===== src/rtl/coo_aggregate_argmax.sv =====
// Final GCN stage: walks a COO edge list one edge per cycle, accumulating neighbour rows of the
// FM*WM product per node, then scans each node's aggregate to produce its argmax class index.
module coo_aggregate_argmax #(
  parameter int FEATURE_ROWS      = 6,
  parameter int WEIGHT_COLS       = 3,
  parameter int DOT_PROD_WIDTH    = 16,
  parameter int NUM_OF_NODES      = 6,
  parameter int COO_NUM_OF_COLS   = 6,
  parameter int COO_BW            = $clog2(COO_NUM_OF_COLS),
  parameter int MAX_ADDRESS_WIDTH = 2
) (
  input  logic                                                       clk,
  input  logic                                                       reset,
  input  logic                                                       start,
  input  logic                                                       fmwm_valid,
  input  logic [FEATURE_ROWS-1:0][WEIGHT_COLS-1:0][DOT_PROD_WIDTH-1:0] fm_wm_in,
  output logic [COO_BW-1:0]                                          coo_address,
  input  logic [2*COO_BW-1:0]                                        coo_in,
  output logic                                                       coo_err,
  output logic                                                       done,
  output logic [FEATURE_ROWS-1:0][MAX_ADDRESS_WIDTH-1:0]             max_addi_answer,
  output logic [1:0]                                                 state_dbg
);

  // Handshake: start is a level sampled only in IDLE together with fmwm_valid; done is held high
  // in DONE until start is observed low, so a level-held start never triggers a second run.

  localparam int NODE_BW = (FEATURE_ROWS > 1) ? $clog2(FEATURE_ROWS) : 1;
  localparam logic [COO_BW:0] NODE_LIMIT = (COO_BW+1)'(NUM_OF_NODES);

  typedef enum logic [1:0] {
    ST_IDLE = 2'd0,
    ST_EDGE = 2'd1,
    ST_SCAN = 2'd2,
    ST_DONE = 2'd3
  } state_t;

  typedef logic [WEIGHT_COLS-1:0][DOT_PROD_WIDTH-1:0] row_t;

  state_t state_q, state_d;

  row_t [FEATURE_ROWS-1:0]  acc;
  logic [NODE_BW-1:0]       node_ptr;

  logic [COO_BW-1:0]            src, dst;
  logic                         edge_ok;
  logic                         last_edge, last_node;
  row_t                         src_row, dst_row, scan_row;
  logic [MAX_ADDRESS_WIDTH-1:0] best_idx;
  logic [DOT_PROD_WIDTH-1:0]    best_val;

  assign src       = coo_in[2*COO_BW-1:COO_BW];
  assign dst       = coo_in[COO_BW-1:0];
  assign edge_ok   = ({1'b0, src} < NODE_LIMIT) && ({1'b0, dst} < NODE_LIMIT);
  assign last_edge = (coo_address == COO_BW'(COO_NUM_OF_COLS - 1));
  assign last_node = (node_ptr == NODE_BW'(NUM_OF_NODES - 1));
  assign state_dbg = state_q;

  always_comb begin
    src_row  = '0;
    dst_row  = '0;
    scan_row = '0;
    for (int r = 0; r < FEATURE_ROWS; r++) begin
      if (COO_BW'(r) == src) src_row = fm_wm_in[r];
      if (COO_BW'(r) == dst) dst_row = fm_wm_in[r];
      if (NODE_BW'(r) == node_ptr) scan_row = acc[r];
    end
  end

  // Strict greater-than keeps the lowest column index on ties.
  always_comb begin
    best_idx = '0;
    best_val = scan_row[0];
    for (int c = 1; c < WEIGHT_COLS; c++) begin
      if (scan_row[c] > best_val) begin
        best_val = scan_row[c];
        best_idx = MAX_ADDRESS_WIDTH'(c);
      end
    end
  end

  always_ff @(posedge clk or negedge reset) begin
    if (!reset) state_q <= ST_IDLE;
    else        state_q <= state_d;
  end

  always_comb begin
    state_d = state_q;
    case (state_q)
      ST_IDLE: if (start && fmwm_valid) state_d = ST_EDGE;
      ST_EDGE: if (last_edge)           state_d = ST_SCAN;
      ST_SCAN: if (last_node)           state_d = ST_DONE;
      ST_DONE: if (!start && done)      state_d = ST_IDLE;
      default:                          state_d = ST_IDLE;
    endcase
  end

  always_ff @(posedge clk or negedge reset) begin
    if (!reset) begin
      acc             <= '0;
      node_ptr        <= '0;
      coo_address     <= '0;
      coo_err         <= 1'b0;
      done            <= 1'b0;
      max_addi_answer <= '0;
    end else begin
      // done rises one cycle after entering DONE and drops on the same edge that leaves it.
      done <= (state_q == ST_DONE) && (state_d == ST_DONE);
      case (state_q)
        ST_IDLE: begin
          if (state_d == ST_EDGE) begin
            acc         <= '0;
            coo_err     <= 1'b0;
            coo_address <= '0;
            node_ptr    <= '0;
          end
        end
        ST_EDGE: begin
          if (edge_ok) begin
            // A self-loop matches the dst branch only, so it is added once.
            for (int n = 0; n < FEATURE_ROWS; n++) begin
              for (int c = 0; c < WEIGHT_COLS; c++) begin
                if (COO_BW'(n) == dst)      acc[n][c] <= acc[n][c] + src_row[c];
                else if (COO_BW'(n) == src) acc[n][c] <= acc[n][c] + dst_row[c];
              end
            end
          end else begin
            coo_err <= 1'b1;
          end
          if (last_edge) node_ptr    <= '0;
          else           coo_address <= coo_address + 1'b1;
        end
        ST_SCAN: begin
          for (int n = 0; n < FEATURE_ROWS; n++) begin
            if (NODE_BW'(n) == node_ptr) max_addi_answer[n] <= best_idx;
          end
          if (!last_node) node_ptr <= node_ptr + 1'b1;
        end
        default: ;
      endcase
    end
  end

endmodule


===== config.mk =====
export PLATFORM = sky130hd
export DESIGN_NAME = coo_aggregate_argmax
export DESIGN_NICKNAME = d
export VERILOG_FILES = /design/src/rtl/coo_aggregate_argmax.sv
export SDC_FILE = /design/constraint.sdc
export NUM_CORES = 2
export LEC_CHECK = 0
export CAP_MARGIN = 0
export CELL_PAD_IN_SITES_DETAIL_PLACEMENT = 0
export CELL_PAD_IN_SITES_GLOBAL_PLACEMENT = 2
export CORE_ASPECT_RATIO = 0.8
export CORE_MARGIN = 1.5
export CORE_UTILIZATION = 38
export DETAILED_ROUTE_END_ITERATION = 12
export GPL_TIMING_DRIVEN = 0
export PLACE_DENSITY_LB_ADDON = 0.05
export SLEW_MARGIN = 15
export SYNTH_ARGS = -nofsm -noshare
export SYNTH_HDL_FRONTEND = slang
export SYNTH_SLANG_ARGS = --single-unit

===== constraint.sdc =====
create_clock -name clk -period 10.5 [get_ports clk]
set_input_delay 2.1 -clock clk [delete_from_list [all_inputs] [get_ports clk]]
set_output_delay 2.1 -clock clk [all_outputs]
set_load 0.005 [all_outputs]

### Word-level counts from Yosys, hierarchy flattened

Index checks and enable logic that the tools add are counted.

| storage, ports and cells | value |
|---|---|
| bits in registers | 310 |
| bits in latches | 0 |
| bits in writable memories | 0 |
| memory bits (read-only) | 0 |
| input bits | 298 |
| output and inout bits | 19 |
| memories | 0 |

| cells by class | value |
|---|---|
| add/sub/neg operators | 38 |
| multipliers | 0 |
| divide/modulo/power cells | 0 |
| order comparisons | 4 |
| equality and inequality tests | 34 |
| shift operators | 0 |
| multiplexer cells | 74 |
| bitwise operators | 0 |
| reduce and logical (&&, ||, !) cells | 26 |

Operators by type and width:

| kind | count |
|---|---|
| $mux W48 | 18 |
| $mux W16 | 37 |
| $add A16 B16 Y16 | 36 |
| $mux W288 | 2 |
| $pmux W288 S2 | 1 |
| $gt A16 B16 Y1 | 2 |
| $reduce_and A4 Y1 | 7 |
| $eq A2 B3 Y1 const A | 6 |
| $eq A3 B3 Y1 const A | 6 |
| $ne A3 B3 Y1 const B | 6 |
| $mux W3 | 4 |
| $ne A2 B2 Y1 const B | 6 |
| $reduce_and A2 Y1 | 6 |
| $mux W2 | 5 |
| $eq A1 B3 Y1 const A | 3 |
| $logic_not A3 Y1 | 3 |
| $pmux W3 S3 | 1 |
| $pmux W2 S4 | 1 |
| $add A3 B1 Y3 const B | 2 |
| $eq A2 B2 Y1 const B | 3 |
| $eq A3 B3 Y1 const B | 2 |
| $lt A3 B3 Y1 const B | 2 |
| $pmux W3 S2 | 1 |
| $reduce_and A3 Y1 | 2 |
| 8 further kinds | 14 |

### Logic depth before layout (Yosys ltp)

| depth | value |
|---|---|
| depth in word-level cells | 12 |
| gate-level depth with buffers | 32 |
| depth with buffers taken out | 27 |

### Least setup slack after synthesis

Ideal clock, no wire load.

| path | value |
|---|---|
| kind | input-to-reg |
| from | input port coo_in[3] |
| to | register acc[108] in the netlist's numbering |
| library setup time | 121 ps |
| data arrival time | 6090 ps |
| required time | 10379 ps |
| setup slack | 4289 ps |
| cell stages on the path | 21 |
| path through | buf_4 buf_2 buf_2 buf_2 buf_2 mux2i_1 o221ai_1 nand2_1 o21ai_0 ha_1 inv_1 fa_1 nor2b_1 o21ai_0 a21boi_0 nor4_1 o41ai_1 a31oi_1 nor2b_1 xnor2_1 a22o_1 |

| between the ends | value |
|---|---|
| longest elaborated chain between the ends | 11 |
| elaborated cells on any way between the ends | 21 |
| classes of those cells | add/sub: 1; order compare: 1; eq/ne: 7; mux: 9; reduce/logical: 3 |

RTL lines:

| element | line | text |
|---|---|---|
| from (decl) | 18 | `input logic [2*COO_BW-1:0] coo_in,` |
| $logic_not A3 Y1 | 64 | `if (COO_BW'(r) == src) src_row = fm_wm_in[r];` |
| $mux W48 (6 in a row) | 64 |  |
| $add A16 B16 Y16 | 123 | `if (COO_BW'(n) == dst) acc[n][c] <= acc[n][c] + src_row[c];` |
| $mux W16 | 123 |  |
| $mux W288 | 119 | `if (edge_ok) begin` |
| $pmux W288 S2 | 109 | `case (state_q)` |
| to (signal, indexed assignment) | 123 |  |
| to (signal, indexed assignment) | 124 | `else if (COO_BW'(n) == src) acc[n][c] <= acc[n][c] + dst_row[c];` |
| to (decl) | 42 | `row_t [FEATURE_ROWS-1:0] acc;` |

Parallel ways exist; a longest one is shown, timed or not. The select of a mux whose other input is x is not followed.
A chain may end at the register's enable or synchronous reset.

### Final worst setup path

| path | value |
|---|---|
| from | register node_ptr[0] |
| to | register max_addi_answer[10] in the netlist's numbering |

| between the ends | value |
|---|---|
| longest elaborated chain between the ends | 11 |
| elaborated cells on any way between the ends | 18 |
| classes of those cells | order compare: 2; eq/ne: 5; mux: 9; reduce/logical: 2 |

RTL lines:

| element | line | text |
|---|---|---|
| from (decl) | 43 | `logic [NODE_BW-1:0] node_ptr;` |
| from (signal assigned) | 137 | `if (!last_node) node_ptr <= node_ptr + 1'b1;` |
| $logic_not A3 Y1 | 66 | `if (NODE_BW'(r) == node_ptr) scan_row = acc[r];` |
| $mux W48 (6 in a row) | 66 |  |
| $gt A16 B16 Y1 | 75 | `if (scan_row[c] > best_val) begin` |
| $mux W16 | 75 |  |
| $gt A16 B16 Y1 | 75 |  |
| $mux W2 | 75 |  |
| to (signal, indexed assignment) | 135 | `if (NODE_BW'(n) == node_ptr) max_addi_answer[n] <= best_idx;` |
| to (decl) | 21 | `output logic [FEATURE_ROWS-1:0][MAX_ADDRESS_WIDTH-1:0] max_addi_answer,` |

Parallel ways exist; a longest one is shown, timed or not.

==> impl_metrics.sql <==
INSERT INTO impl_metrics (metric_group, metric, value, unit) VALUES
('route', 'drt_iter0_drc', '4485', ''),
('global_route', 'grt.total_usage', '36.4', '%'),
('synth', 'synthesis.nets', '4845', ''),
('synth', 'asyncSetResetFlopFracSynth', '100', '%'),
('critical_path', 'crit_path_max_incr_delay', '1.05', 'ns'),
('synth', 'synth-seq-cells', '310', ''),
('synth', 'most_area_hungry_cell_type_in_the_yosys_netlist', 'dfrtp_1', ''),
('sta', 'clock_skew', '0.0215', 'ns'),
('route', 'first_pass_iters', '6', ''),
('synth', 'synthesis.instances', '4220', ''),
('clocking', 'cts.clk_slew.worst_paths', '0.07', 'ns'),
('synth', 'synth_area', '33200', 'µm²'),
('critical_path', 'cp_common_cell', 'o21a_1', ''),
('min_path', 'holdPathStages', '2', ''),
('critical_path', 'worst-setup-path-type', 'reg2reg', ''),
('layout', 'nNetsFinal', '5212', ''),
('clocking', 'htree_num_levels', '2', ''),
('floorplan', 'dieArea', '89100', 'µm²'),
('clocking', 'holdBufCountCts', '0', ''),
('synth', 'yosys.cell_types.count', '77', ''),
('synth', 'synth_ff_type', 'dfrtp_1', ''),
('placement', 'place.detailed.hpwl', '135000', 'µm'),
('critical_path', 'timing.critical_path.slowest_stage_cell', 'o311ai_0', ''),
('clocking', 'clockRootBuffer', 'clkbuf_16', ''),
('power', 'totalPowerFinal', '10.1', 'mW'),
('min_path', 'hold_endpoint', 'max_addi_answer[0]', ''),
('critical_path', 'cp_max_fo', '10', ''),
('status', 'run_status', 'finished clean', ''),
('clocking', 'tritoncts', 'yes', ''),
('floorplan', 'effective_utilization_at_floorplan', '38.5', '%'),
('placement', 'dpl.cell_count', '5666', ''),
('synth', 'seq_area_frac_synth', '23.4', '%'),
('synth', 'yosys-top-cells-area', 'dfrtp_1 23%, ha_1 12%, o21ai_0 8.3%', ''),
('critical_path', 'worstRegToRegCells', '29', ''),
('critical_path', 'r2r_setup_slack', '1.24', 'ns'),
('clocking', 'cts.sinks', '310', ''),
('power', 'power_density', '256', 'nW/µm²'),
('sta', 'timing.final.crit_period', '9.26', 'ns'),
('critical_path', 'timing.rr.start', 'node_ptr[0]', ''),
('min_path', 'hp-class', 'reg2reg', ''),
('layout', 'post-route-util', '45.7', '%'),
('floorplan', 'horiz_die_dim', '333', 'µm'),
('sta', 'worst_slew_pin_slew', '1.38', 'ns'),
('route', 'route.antenna.remaining_nets', '0', ''),
('critical_path', 'r2r-end', 'max_addi_answer[10]', ''),
('critical_path', 'worst_setup_path_end_kind', 'register', ''),
('clocking', 'cts_setup_buffers', '0', ''),
('route', 'remaining_drc_errors', '0', ''),
('floorplan', 'io_pins', '317', ''),
('route', 'route.vias.total', '35751', ''),
('synth', 'post_synth_most_frequent_cells', '605 x nand2_1, 553 x o21ai_0, 310 x dfrtp_1, 309 x ha_1, 296 x nor2_1', ''),
('clocking', 'number_of_gates_resized_after_cts', '0', ''),
('sta', 'slew_headroom', '6.92', '%'),
('sta', 'finalHoldViolations', '0', ''),
('placement', 'io_buffer_count', '312', ''),
('floorplan', 'rows', '96', ''),
('flow_run', 'maxCapViolCount', '0', ''),
('power', 'leakage', '16.6', 'nW'),
('power', 'vdd_ir_drop_max', '0.000184', 'V'),
('synth', 'synthesis_warnings', '0', ''),
('route', 'vias_per_cell', '6.21', ''),
('critical_path', 'critPathArrivalTime', '9.71', 'ns'),
('clocking', 'clock_path_buffers', '3', ''),
('floorplan', 'overall_die_height', '267', 'µm'),
('critical_path', 'crit_start_category', 'register', ''),
('synth', 'synth_edf_count', '0', ''),
('layout', 'area_growth', '18.7', '%'),
('sta', 'setup_viol', '0', ''),
('clocking', 'insertion_delay', '0.62', 'ns'),
('critical_path', 'required', '10.95', 'ns'),
('synth', 'yosys.cell_count.top_type', 'nand2_1', '');
## kinds of logic (layout without fill, tap and decap cells)
logic type | count (synthesis) | in the layout | synth area share [%]
AOI/OAI and AO/OA | 1523 | 1523 | 30.1
and+or+nand+nor | 1326 | 1326 | 17.7
buffers and inverters | 382 | 780 | 4.49
adders and majority gates | 327 | 327 | 12.7
DFF | 310 | 310 | 23.4
xor gates and xnor gates | 188 | 188 | 4.96
muxes | 164 | 164 | 6.60
other | 0 | 11 | 0
## cell usage in the layout, fill, tap and decap left out, drive strengths merged, types with 39 or more instances in the layout
master         synthesis  layout
nand2                605     605
o21ai                560     560
clkdlybuf4s50          0     311
dfrtp                310     310
ha                   309     309
nor2                 296     296
clkbuf               221     285
a21oi                210     210
a22o                 136     136
xnor2                122     122
inv                  111     113
nand3                 91      91
mux2i                 85      85
nor3                  84      84
o21a                  79      79
nor2b                 77      77
xor2                  66      66
buf                   50      61
a21o                  56      56
o41ai                 54      54
o311ai                51      51
a221oi                50      50
o31ai                 46      46
a211oi                41      41
mux4                  40      40
mux2                  39      39
## area by class of cell
cell class | instances | area (µm²)
well taps | 1127 | 1410
clock inverters | 12 | 160
inverters | 111 | 417
flip-flops and latches | 310 | 7760
repair buffers | 322 | 3270
fillers | 8730 | 46700
multi-input cells | 3528 | 24000
diodes | 11 | 27.5
plain buffers | 271 | 1080
clock buffers | 64 | 1240
## report_power, final
part	leakage, nW	internal [mW]	switching, mW
Clock	0.689	0.894	0.668
Sequential	4.20	1.60	0.422
Combinational	11.7	2.34	4.14
Total	16.6	4.84	5.23
## worst max path at each step
stage           startpoint                  end  slack (ns)  cells past startpoint
3_3_place_gp         reset              acc[92]       -8.17                      1
3_5_place_dp     coo_in[0]              acc[62]        1.56                     23
4_1_cts        node_ptr[0]  max_addi_answer[10]        1.60                     29
6_report       node_ptr[0]  max_addi_answer[10]        1.24                     29
2_1_floorplan    coo_in[3]             acc[108]        4.29                     21
5_1_grt        node_ptr[0]   max_addi_answer[7]        0.95                     30
## worst max-delay path, delay by kind of cell, from the launching register on
kind,cells,cell delay [ns]
AOI/OAI and AO/OA,19,5.00
DFF,1,0.43
and+or+nand+nor,3,1.16
adders and majority gates,3,0.88
buffers and inverters,4,1.62
## per-layer routing
layer / GRT usage, % / vias to the layer above / wire, µm
met5: 0 / - / 52
met2: 52.3 / 1732 / 67600
li1: - / 16447 / -
met1: 53.8 / 17345 / 77300
met4: 10.8 / 6 / 5010
met3: 7.71 / 221 / 17100
## per-stage QoR
stage	instance area, µm²	setup slack [ns]	TNS (ns)	hold slack (ns)
floorplan	33200	4.29	0	0.454
global placement	37700	-8.17	-2503.64	0.471
detailed placement	37900	1.56	0	0.472
CTS	39300	1.60	0	0.484
global route	39400	0.950	0	0.513
finish	39400	1.24	0	0.484
## sequential cells by signal, indices dropped and copies added (netlist names)
register,flops
acc,288
max_addi_answer,12
coo_address,3
node_ptr,3
state_dbg,2
coo_err,1
done,1
Note: power is estimated with default switching activity, not from simulation.
